### config.mk
export PLATFORM = sky130hd
export DESIGN_NAME = instr_fetch_unit_flat
export DESIGN_NICKNAME = d
export VERILOG_FILES = /design/src/rtl/riscv_pkg.sv /design/src/rtl/instr_fetch_unit_if.sv /design/src/rtl/instr_fetch_unit_next_pc_calc.sv /design/src/rtl/instr_fetch_unit.sv /design/src/flat_wrapper.sv
export SDC_FILE = /design/constraint.sdc
export NUM_CORES = 1
export LEC_CHECK = 0
export ABC_AREA = 1
export BUFFER_PORTS_ARGS = -buffer_cell sky130_fd_sc_hd__buf_2
export CAP_MARGIN = 20
export CORE_MARGIN = 5
export CORE_UTILIZATION = 52
export DETAILED_ROUTE_END_ITERATION = 8
export GPL_TIMING_DRIVEN = 0
export MAX_ROUTING_LAYER = met4
export PLACE_DENSITY_LB_ADDON = 0.1
export SLEW_MARGIN = 30
export SYNTH_ARGS = -nofsm -noshare
export SYNTH_HDL_FRONTEND = slang
export SYNTH_SLANG_ARGS = --single-unit
### constraint.sdc
create_clock -name clk -period 2.35 [get_ports clk]
set_input_delay 0.3525 -clock clk [delete_from_list [all_inputs] [get_ports clk]]
set_output_delay 0.3525 -clock clk [all_outputs]
set_load 0.01 [all_outputs]
### src/rtl/riscv_pkg.sv
// rtl/riscv_pkg.sv - shared types and constants for the instruction fetch front-end
package riscv_pkg;

    localparam int INSTR_BYTES = 4;

    typedef enum logic [1:0] {
        PC_SEQ,
        PC_BEQ,
        PC_JAL,
        PC_JALR
    } pcsrc_t;

    typedef enum logic [1:0] {
        F_IDLE,
        F_REQ,
        F_HOLD,
        F_ERR
    } fetch_state_t;

endpackage

### src/rtl/instr_fetch_unit_if.sv
// rtl/instr_fetch_unit_if.sv - imem req/ack, decode valid/ready and next-PC control bundle
interface instr_fetch_unit_if #(
    parameter int Data_Width        = 32,
    parameter int Address_Width_ROM = 12
);
    logic                         imem_req;
    logic [Address_Width_ROM-1:0] imem_addr;
    logic                         imem_ack;
    logic [Data_Width-1:0]        imem_rdata;
    logic                         instr_valid;
    logic                         instr_ready;
    logic [Data_Width-1:0]        Instr;
    logic [Data_Width-1:0]        PC;
    logic [Data_Width-1:0]        PCplus4;
    logic [1:0]                   PCsrc;
    logic                         eq;
    logic [Data_Width-1:0]        ImmOp;
    logic [Data_Width-1:0]        ALUout;
    logic                         misalign;

    modport master (
        output imem_req, imem_addr, instr_valid, Instr, PC, PCplus4, misalign,
        input  imem_ack, imem_rdata, instr_ready, PCsrc, eq, ImmOp, ALUout
    );

    modport slave (
        input  imem_req, imem_addr, instr_valid, Instr, PC, PCplus4, misalign,
        output imem_ack, imem_rdata, instr_ready, PCsrc, eq, ImmOp, ALUout
    );
endinterface

### src/rtl/instr_fetch_unit_next_pc_calc.sv
// rtl/instr_fetch_unit_next_pc_calc.sv - combinational next-PC target and alignment check
module next_pc_calc
    import riscv_pkg::*;
#(
    parameter int Data_Width = 32
) (
    input  logic [Data_Width-1:0] pc_i,
    input  logic [1:0]            pcsrc_i,
    input  logic                  eq_i,
    input  logic [Data_Width-1:0] imm_i,
    input  logic [Data_Width-1:0] alu_i,
    output logic [Data_Width-1:0] target_o,
    output logic                  misalign_o
);
    logic [Data_Width-1:0] seq_pc;
    logic [Data_Width-1:0] rel_pc;

    assign seq_pc = pc_i + Data_Width'(INSTR_BYTES);
    assign rel_pc = pc_i + imm_i;

    always_comb begin
        target_o = seq_pc;
        unique case (pcsrc_t'(pcsrc_i))
            PC_SEQ:  target_o = seq_pc;
            PC_BEQ:  target_o = eq_i ? rel_pc : seq_pc;
            PC_JAL:  target_o = rel_pc;
            PC_JALR: target_o = alu_i & {{(Data_Width-1){1'b1}}, 1'b0};
            default: target_o = seq_pc;
        endcase
    end

    // jalr clears bit 0 only, so bit 1 can still leave a half-word target
    assign misalign_o = |target_o[1:0];
endmodule

### src/rtl/instr_fetch_unit.sv
// rtl/instr_fetch_unit.sv - PC holder, one-word imem fetch FSM and decode handshake
module instr_fetch_unit
    import riscv_pkg::*;
#(
    parameter int                    Data_Width        = 32,
    parameter int                    Address_Width_ROM = 12,
    parameter logic [Data_Width-1:0] RESET_PC          = '0
) (
    input  logic                clk,
    input  logic                rst_n,
    instr_fetch_unit_if.master  bus
);
    fetch_state_t          state_q, state_d;
    logic [Data_Width-1:0] pc_q, pc_d;
    logic [Data_Width-1:0] instr_q, instr_d;
    logic [Data_Width-1:0] target;
    logic                  target_misalign;
    logic                  consume;

    next_pc_calc #(.Data_Width(Data_Width)) u_next_pc (
        .pc_i       (pc_q),
        .pcsrc_i    (bus.PCsrc),
        .eq_i       (bus.eq),
        .imm_i      (bus.ImmOp),
        .alu_i      (bus.ALUout),
        .target_o   (target),
        .misalign_o (target_misalign)
    );

    assign consume = (state_q == F_HOLD) && bus.instr_ready;

    always_ff @(posedge clk) begin
        if (!rst_n) begin
            state_q <= F_IDLE;
            pc_q    <= RESET_PC;
            instr_q <= '0;
        end else begin
            state_q <= state_d;
            pc_q    <= pc_d;
            instr_q <= instr_d;
        end
    end

    always_comb begin
        state_d = state_q;
        unique case (state_q)
            F_IDLE:  state_d = F_REQ;
            F_REQ:   if (bus.imem_ack) state_d = F_HOLD;
            F_HOLD:  if (bus.instr_ready) state_d = target_misalign ? F_ERR : F_REQ;
            F_ERR:   state_d = F_ERR;
            default: state_d = F_IDLE;
        endcase
    end

    // PC only advances on a consumed, aligned target; a bad target freezes it
    always_comb begin
        pc_d    = pc_q;
        instr_d = instr_q;
        if (consume && !target_misalign) pc_d = target;
        if ((state_q == F_REQ) && bus.imem_ack) instr_d = bus.imem_rdata;
    end

    always_comb begin
        bus.imem_req    = (state_q == F_REQ);
        bus.instr_valid = (state_q == F_HOLD);
        bus.misalign    = (state_q == F_ERR);
        bus.imem_addr   = pc_q[Address_Width_ROM-1:0];
        bus.Instr       = instr_q;
        bus.PC          = pc_q;
        bus.PCplus4     = pc_q + Data_Width'(INSTR_BYTES);
    end
endmodule

### src/flat_wrapper.sv
// flat-port wrapper written by rule: the top's interface ports become plain ports
module instr_fetch_unit_flat import riscv_pkg::*;
#(
    parameter int                    Data_Width        = 32,
    parameter int                    Address_Width_ROM = 12,
    parameter logic [Data_Width-1:0] RESET_PC          = '0
)
  (clk, rst_n, bus_imem_req, bus_imem_addr, bus_instr_valid, bus_Instr, bus_PC, bus_PCplus4, bus_misalign, bus_imem_ack, bus_imem_rdata, bus_instr_ready, bus_PCsrc, bus_eq, bus_ImmOp, bus_ALUout);
  instr_fetch_unit_if #(.Data_Width(Data_Width), .Address_Width_ROM(Address_Width_ROM)) bus_i ();
  input  logic clk;
  input  logic rst_n;
  output wire logic [$bits(bus_i.imem_req)-1:0] bus_imem_req;
  output wire logic [$bits(bus_i.imem_addr)-1:0] bus_imem_addr;
  output wire logic [$bits(bus_i.instr_valid)-1:0] bus_instr_valid;
  output wire logic [$bits(bus_i.Instr)-1:0] bus_Instr;
  output wire logic [$bits(bus_i.PC)-1:0] bus_PC;
  output wire logic [$bits(bus_i.PCplus4)-1:0] bus_PCplus4;
  output wire logic [$bits(bus_i.misalign)-1:0] bus_misalign;
  input wire logic [$bits(bus_i.imem_ack)-1:0] bus_imem_ack;
  input wire logic [$bits(bus_i.imem_rdata)-1:0] bus_imem_rdata;
  input wire logic [$bits(bus_i.instr_ready)-1:0] bus_instr_ready;
  input wire logic [$bits(bus_i.PCsrc)-1:0] bus_PCsrc;
  input wire logic [$bits(bus_i.eq)-1:0] bus_eq;
  input wire logic [$bits(bus_i.ImmOp)-1:0] bus_ImmOp;
  input wire logic [$bits(bus_i.ALUout)-1:0] bus_ALUout;
  assign bus_imem_req = bus_i.imem_req;
  assign bus_imem_addr = bus_i.imem_addr;
  assign bus_instr_valid = bus_i.instr_valid;
  assign bus_Instr = bus_i.Instr;
  assign bus_PC = bus_i.PC;
  assign bus_PCplus4 = bus_i.PCplus4;
  assign bus_misalign = bus_i.misalign;
  assign bus_i.imem_ack = bus_imem_ack;
  assign bus_i.imem_rdata = bus_imem_rdata;
  assign bus_i.instr_ready = bus_instr_ready;
  assign bus_i.PCsrc = bus_PCsrc;
  assign bus_i.eq = bus_eq;
  assign bus_i.ImmOp = bus_ImmOp;
  assign bus_i.ALUout = bus_ALUout;
  instr_fetch_unit #(.Data_Width(Data_Width), .Address_Width_ROM(Address_Width_ROM), .RESET_PC(RESET_PC)) u_core (.clk(clk), .rst_n(rst_n), .bus(bus_i));
endmodule
==> results of run 1 <==
sequential cells by signal, summed over array words and instances, names as in the netlist:
name              cells
u_core.bus.Instr     32
u_core.bus.PC        32
u_core.state_q        2
worst min-delay path: stages:
cell and delay, ps:
buf_2 70, nor2_1 30, nor2_1 80
layout by cell type, fill, tap and decap left out, drive strengths merged, types with 2 or more instances in the layout:
cell type  instances
buf              237
or2                2
nand2            396
nand4              7
a221oi             2
nor2             141
o2111ai            3
o21bai             3
xnor2              5
and2               2
nand3             87
clkbuf            30
xor2              17
nor3              16
inv              230
bufinv             2
o21ai             62
a21oi             52
nand3b             6
clkinvlp           3
ha                32
dfxtp             66
clkinv             6
metal layers:
layer	part of all wire (%)	GRT usage [%]	up-vias
met2	47	54.2	353
met1	42	41.2	3503
met3	8.6	5.50	59
li1	-	-	4046
met5	0	-	-
met4	3.0	12.4	0
metrics by stage:
stage | power [mW] | TNS [ps] | cells
3_3_place_gp | 2.07 | -1670 | 1557
2_1_floorplan | 1.74 | 0 | 1177
4_1_cts | 3.54 | -18.9 | 1574
6_report | 3.55 | 0 | 1579
3_5_place_dp | 2.08 | -2130 | 1557
5_1_grt | 3.71 | -42.3 | 1579
power groups by stage:
stage | combinational [mW] | clock [mW] | sequential, mW
floorplan | 0.464 | 0 | 1.28
global placement | 0.807 | 0 | 1.26
detailed placement | 0.816 | 0 | 1.26
CTS | 0.825 | 1.47 | 1.24
global route | 0.932 | 1.53 | 1.25
finish | 0.838 | 1.47 | 1.24
worst paths after layout:
check	slack [ps]	endpoint
worst min register to register	510	u_core.bus.Instr[25]
worst max register to register	130	u_core.bus.PC[19]
worst max-delay path	80	bus_PCplus4[27]
worst min-delay path	230	u_core.bus.Instr[25]
what timing repair did:
action | 4_1_cts | 5_1_grt
buffers inserted | 1 | 5
gates resized for setup | 25 | 41
endpoints found under the hold margin | 0 | 0
setup endpoints to repair | 46 | 34
pin swaps | 1 | 3
layout make-up:
cell class | count | area [um^2]
Clock buffer | 10 | 229
Tap cell | 168 | 210
Clock inverter | 6 | 91.3
Fill cell | 1213 | 3800
Timing Repair Buffer | 218 | 1110
Buffer | 39 | 234
Sequential cell | 66 | 1370
Inverter | 235 | 885
Multi-Input combinational cell | 837 | 4140
cells by family (layout without fill, tap and decap cells):
family	count (synthesis)	after routing	share of synthesized area [%]
DFF	66	66	20.5
adders and majority gates	33	33	6.53
xor gates and xnor gates	22	22	2.99
and+or+nand+nor	657	657	41.5
buffers and inverters	274	508	17.4
AOI/OAI and AO/OA	125	125	11.1
==> summary.txt, run 1 <==
status: finished clean
share of cells above drive strength 1: 22.9%
internal power component: 2.42 mW
Clock Skew: 5.70 ps
count of hold buffers inserted by post-cts repair: 0
post-synthesis cell type with the largest combined area: nand2_1
final hold violations: 0
async set-reset flop share out of synthesis: 0%
setup repair after global routing missed its margin: true
number of global-route vias before repair: 7633
number of different library cells in the post-synthesis netlist: 36
post-place instance area: 7710 um^2
top fanout value on the critical path: 8
Max-Cap Viols: 0
number of buffer and inverter stages on the critical path: 2
antenna violations before repair: 0
top achievable clock speed: 440 MHz
final cell area excluding filler cells: 8260 um^2
drt pass-1 iters: 6
global-route wire length before repair: 37300 um
Largest stage delay, worst path: 430 ps
static leakage: 5.02 nW
clock network power share: 41.5%
net switching power: 1.13 mW
global-route congestion overflow total: 0
post-detailed-route count of antenna-violating nets: 0
Die Area: 14700 um^2
worst slack at placement: -221 ps
worst relative slew slack: 50.0%
buffer type at the clock tree root: clkbuf_16
CTS tree: done
flip-flop and latch count after synthesis: 66
share of total power consumed by net switching: 31.8%
cell area after synthesis: 6440 um^2
CP startpoint kind: flop
TritonCTS Sinks: 66
I/O Pins: 214
HPWL after detailed placement: 19400 um
crit path kind: reg -> out
VDD IR-drop max: 545 uV
Synth top area share: 23.0%
critical path data required time: 2000 ps
final net count: 1542
final setup fails: 0
portion of total power attributed to combinational logic: 23.6%
final wirelength: 23900 um
family with the most delay on the worst path: simple AND/OR/NAND/NOR gates
antenna diode instance count: 0
worst skew pair latency: 340 ps
Clock transition at path regs: 60 ps
Power per Cell Area: 430 nW/um^2
largest net degree at the start of global routing: 13
most frequent cell after synthesis: nand2_1
Via Count: 7961
min-delay src: bus_imem_rdata[25]
Std-Cell Core Area: 12100 um^2
chip height: 121 um
setup slack of the critical path after layout: 79.6 ps
worst hold-check slack: 232 ps
average vias per placed instance: 5.04
net count after synthesis: 1313
cell-by-cell trace of the critical path: nand2_1 > nor2_1 > nand2_1 > nor2_1 > nand3_1 > nand2_1 > inv_1 > buf_2
syn_area_per_cell: 5.47 um^2
data arrival time of the worst path: 1920 ps
number of placement rows: 40
cells taking the most area after synthesis: nand2_1 23%, dfxtp_1 21%, inv_1 13%
actual transition at the worst max-transition pin: 750 ps
Final GP Congestion: 1.02
worst r2r src: u_core.bus.PC[0]
primary flip-flop cell chosen by synthesis mapping: dfxtp_1
PortBufs: 212
overall track demand over capacity in global routing: 33.1%
initial cell density of the core: 53.4%
count of H-tree levels built during CTS: 3
Tcrit/Tclk final: 96.6%
relative contribution of sequential cells to total power: 34.9%
critical path's slowest cell: dfxtp_4
Worst R2R Path Depth: 13
worst-case clock buffer depth: 2
Post-Route Utilization: 68.5%
time the worst path needs with I/O delays and setup: 2270 ps
Gate Count Post-Synth: 1177
post-synthesis sequential area ratio: 20.5%
DRC marker count from the first detailed-route iteration: 736
Wirelength per Cell: 15.2 um
number of stages on the worst setup path: 8
# DRC: 0
cell seen most often among critical-path stages: nand2_1
Final Max Tran Viols: 0
synth-to-layout area growth: 28.3%
source of the critical timing path: u_core.bus.PC[5]
EDFF count, synth: 0
Synth top cells by count: 395 x nand2_1, 227 x inv_1, 140 x nor2_1
count of synthesis-stage warnings from yosys: 0
number of cells on the worst hold path: 3
number of buffers created by CTS: 9
CP Capture Type: primary output
worst min path class: in -> reg
horizontal die dimension: 121 um
Power figures use the tool's default switching activity.
==> run 2, diff against run 1 <==
==> constraint.sdc (replaced) <==
create_clock -name clk -period 2.3 [get_ports clk]
set_input_delay 0.345 -clock clk [delete_from_list [all_inputs] [get_ports clk]]
set_output_delay 0.345 -clock clk [all_outputs]
set_load 0.01 [all_outputs]
==> summary.txt, run 2 (synthesized netlist as in run 1, its figures left out) <==
antenna violations before repair: 0 (unchanged)
horizontal die dimension: 121 um (unchanged)
CP startpoint kind: flop
Tcrit/Tclk final: 97.5%
worst hold-check slack: 227 ps (-5.90 ps)
buffer type at the clock tree root: clkbuf_16
Wirelength per Cell: 15.3 um (+0.66%)
number of placement rows: 40 (unchanged)
antenna diode instance count: 0 (unchanged)
data arrival time of the worst path: 1900 ps (-20 ps)
VDD IR-drop max: 557 uV (+2.2%)
Post-Route Utilization: 69.1% (+0.55 points)
number of buffer and inverter stages on the critical path: 1 (-1)
Die Area: 14700 um^2 (unchanged)
top achievable clock speed: 446 MHz
share of cells above drive strength 1: 24.0% (+1.1 points)
chip height: 121 um (unchanged)
final wirelength: 24100 um (+0.72%)
Final GP Congestion: 1.02 (unchanged)
TritonCTS Sinks: 66 (unchanged)
worst skew pair latency: 340 ps (about the same)
time the worst path needs with I/O delays and setup: 2240 ps
global-route wire length before repair: 37500 um (+0.39%)
post-detailed-route count of antenna-violating nets: 0 (unchanged)
worst relative slew slack: 48.8% (-1.2 points)
final net count: 1543 (+0.065%)
Final Max Tran Viols: 0 (unchanged)
count of H-tree levels built during CTS: 3 (unchanged)
final hold violations: 0 (unchanged)
commonest non-fill, non-tap cells in the layout: 388 x nand2_1, 224 x inv_1, 212 x buf_2
critical path data required time: 1960 ps (-40 ps)
HPWL after detailed placement: 19400 um (unchanged)
Clock transition at path regs: 60 ps (about the same)
cell-by-cell trace of the critical path: ha_4 > nand3_4 > nor2_2 > nand2_2 > nor2_2 > xor2_2 > buf_2
family with the most delay on the worst path: simple AND/OR/NAND/NOR gates
PortBufs: 212 (unchanged)
most common library cell in the layout ignoring fill and taps: nand2_1
Via Count: 8014 (+0.67%)
Max-Cap Viols: 0 (unchanged)
number of filler instances in the final layout: 1213 (unchanged)
overall track demand over capacity in global routing: 33.2% (+0.12 points)
Clock Skew: 5.52 ps (-0.185 ps)
top fanout value on the critical path: 7 (-1)
setup slack of the critical path after layout: 56.5 ps (-23.2 ps)
actual transition at the worst max-transition pin: 768 ps (+18.1 ps)
CTS tree: done
drt pass-1 iters: 5 (-1)
global-route congestion overflow total: 0 (unchanged)
worst min path class: in -> reg
crit path kind: reg -> out
cell seen most often among critical-path stages: nor2_2
worst-case clock buffer depth: 2 (unchanged)
I/O Pins: 214 (unchanged)
average vias per placed instance: 5.07 (+0.60%)
worst slack at placement: -271 ps (-50.0 ps)
final setup fails: 0 (unchanged)
Largest stage delay, worst path: 410 ps (-20 ps)
Power per Cell Area: 436 nW/um^2 (+1.4%)
critical path's slowest cell: dfxtp_4
CP Capture Type: primary output
number of global-route vias before repair: 7659 (+0.34%)
largest net degree at the start of global routing: 13 (unchanged)
status: finished clean
Std-Cell Core Area: 12100 um^2 (unchanged)
synth-to-layout area growth: 29.4%
initial cell density of the core: 53.4% (unchanged)
number of buffers created by CTS: 9 (unchanged)
static leakage: 5.03 nW (about the same)
DRC marker count from the first detailed-route iteration: 789 (+7.2%)
# DRC: 0 (unchanged)
-- run 2: final timing paths --
check	slack [ps]	endpoint	cells after the start	from
max reg2reg	110	u_core.bus.PC[19]	13	u_core.bus.PC[0]
max	60	bus_PCplus4[16]	7	u_core.bus.PC[3]
min	230	u_core.bus.Instr[22]	3	bus_imem_rdata[22]
min reg2reg	510	u_core.bus.PC[0]	2	u_core.bus.PC[0]
-- run 2: per-layer routing --
metal  part of all wire (%)  global-route usage, %  wire, um
met3                    9.3                   5.83      2250
met5                      0                      -         0
met1                     41                   41.1      9890
met2                     47                   54.4     11300
met4                    2.9                   12.5       709
-- run 2: metrics by stage --
step	area [um^2]	setup TNS [ps]	power, mW	std cells
global placement	7710	-3040	2.12	1557
floorplan	6440	0	1.78	1177
global route	8330	-75.2	3.79	1580
CTS	8170	0	3.62	1578
finish	8330	0	3.63	1580
detailed placement	7710	-3600	2.12	1557
-- run 2: power breakdown --
part / internal, mW / total, mW / switching (mW)
Sequential: 1.20 / 1.27 / 0.0641
Clock: 0.951 / 1.50 / 0.553
Combinational: 0.321 / 0.860 / 0.538
Total: 2.47 / 3.63 / 1.16
-- run 2: what timing repair did --
| action | 4_1_cts | 5_1_grt |
|---|---|---|
| resized for setup | 30 | 55 |
| setup buffers | 5 | 2 |
| hold buffers | 0 | 0 |
| endpoints found under the hold margin | 0 | 0 |
| setup endpoints to repair | 52 | 42 |
| pin swaps | 1 | 3 |
-- run 2: layout make-up --
type                            count  area [um^2]  area share, %
Multi-Input combinational cell    837         4190           50.3
Sequential cell                    66         1380           16.5
Timing Repair Buffer              219         1110           13.4
Inverter                          235          887           10.7
Buffer                             39          234           2.81
Clock buffer                       10          229           2.75
Tap cell                          168          210           2.52
Clock inverter                      6         91.3           1.10
-- run 2: tightest hold or removal path: stages --
cell and delay, ps:
buf_2 70, nor2_1 30, nor2_1 80
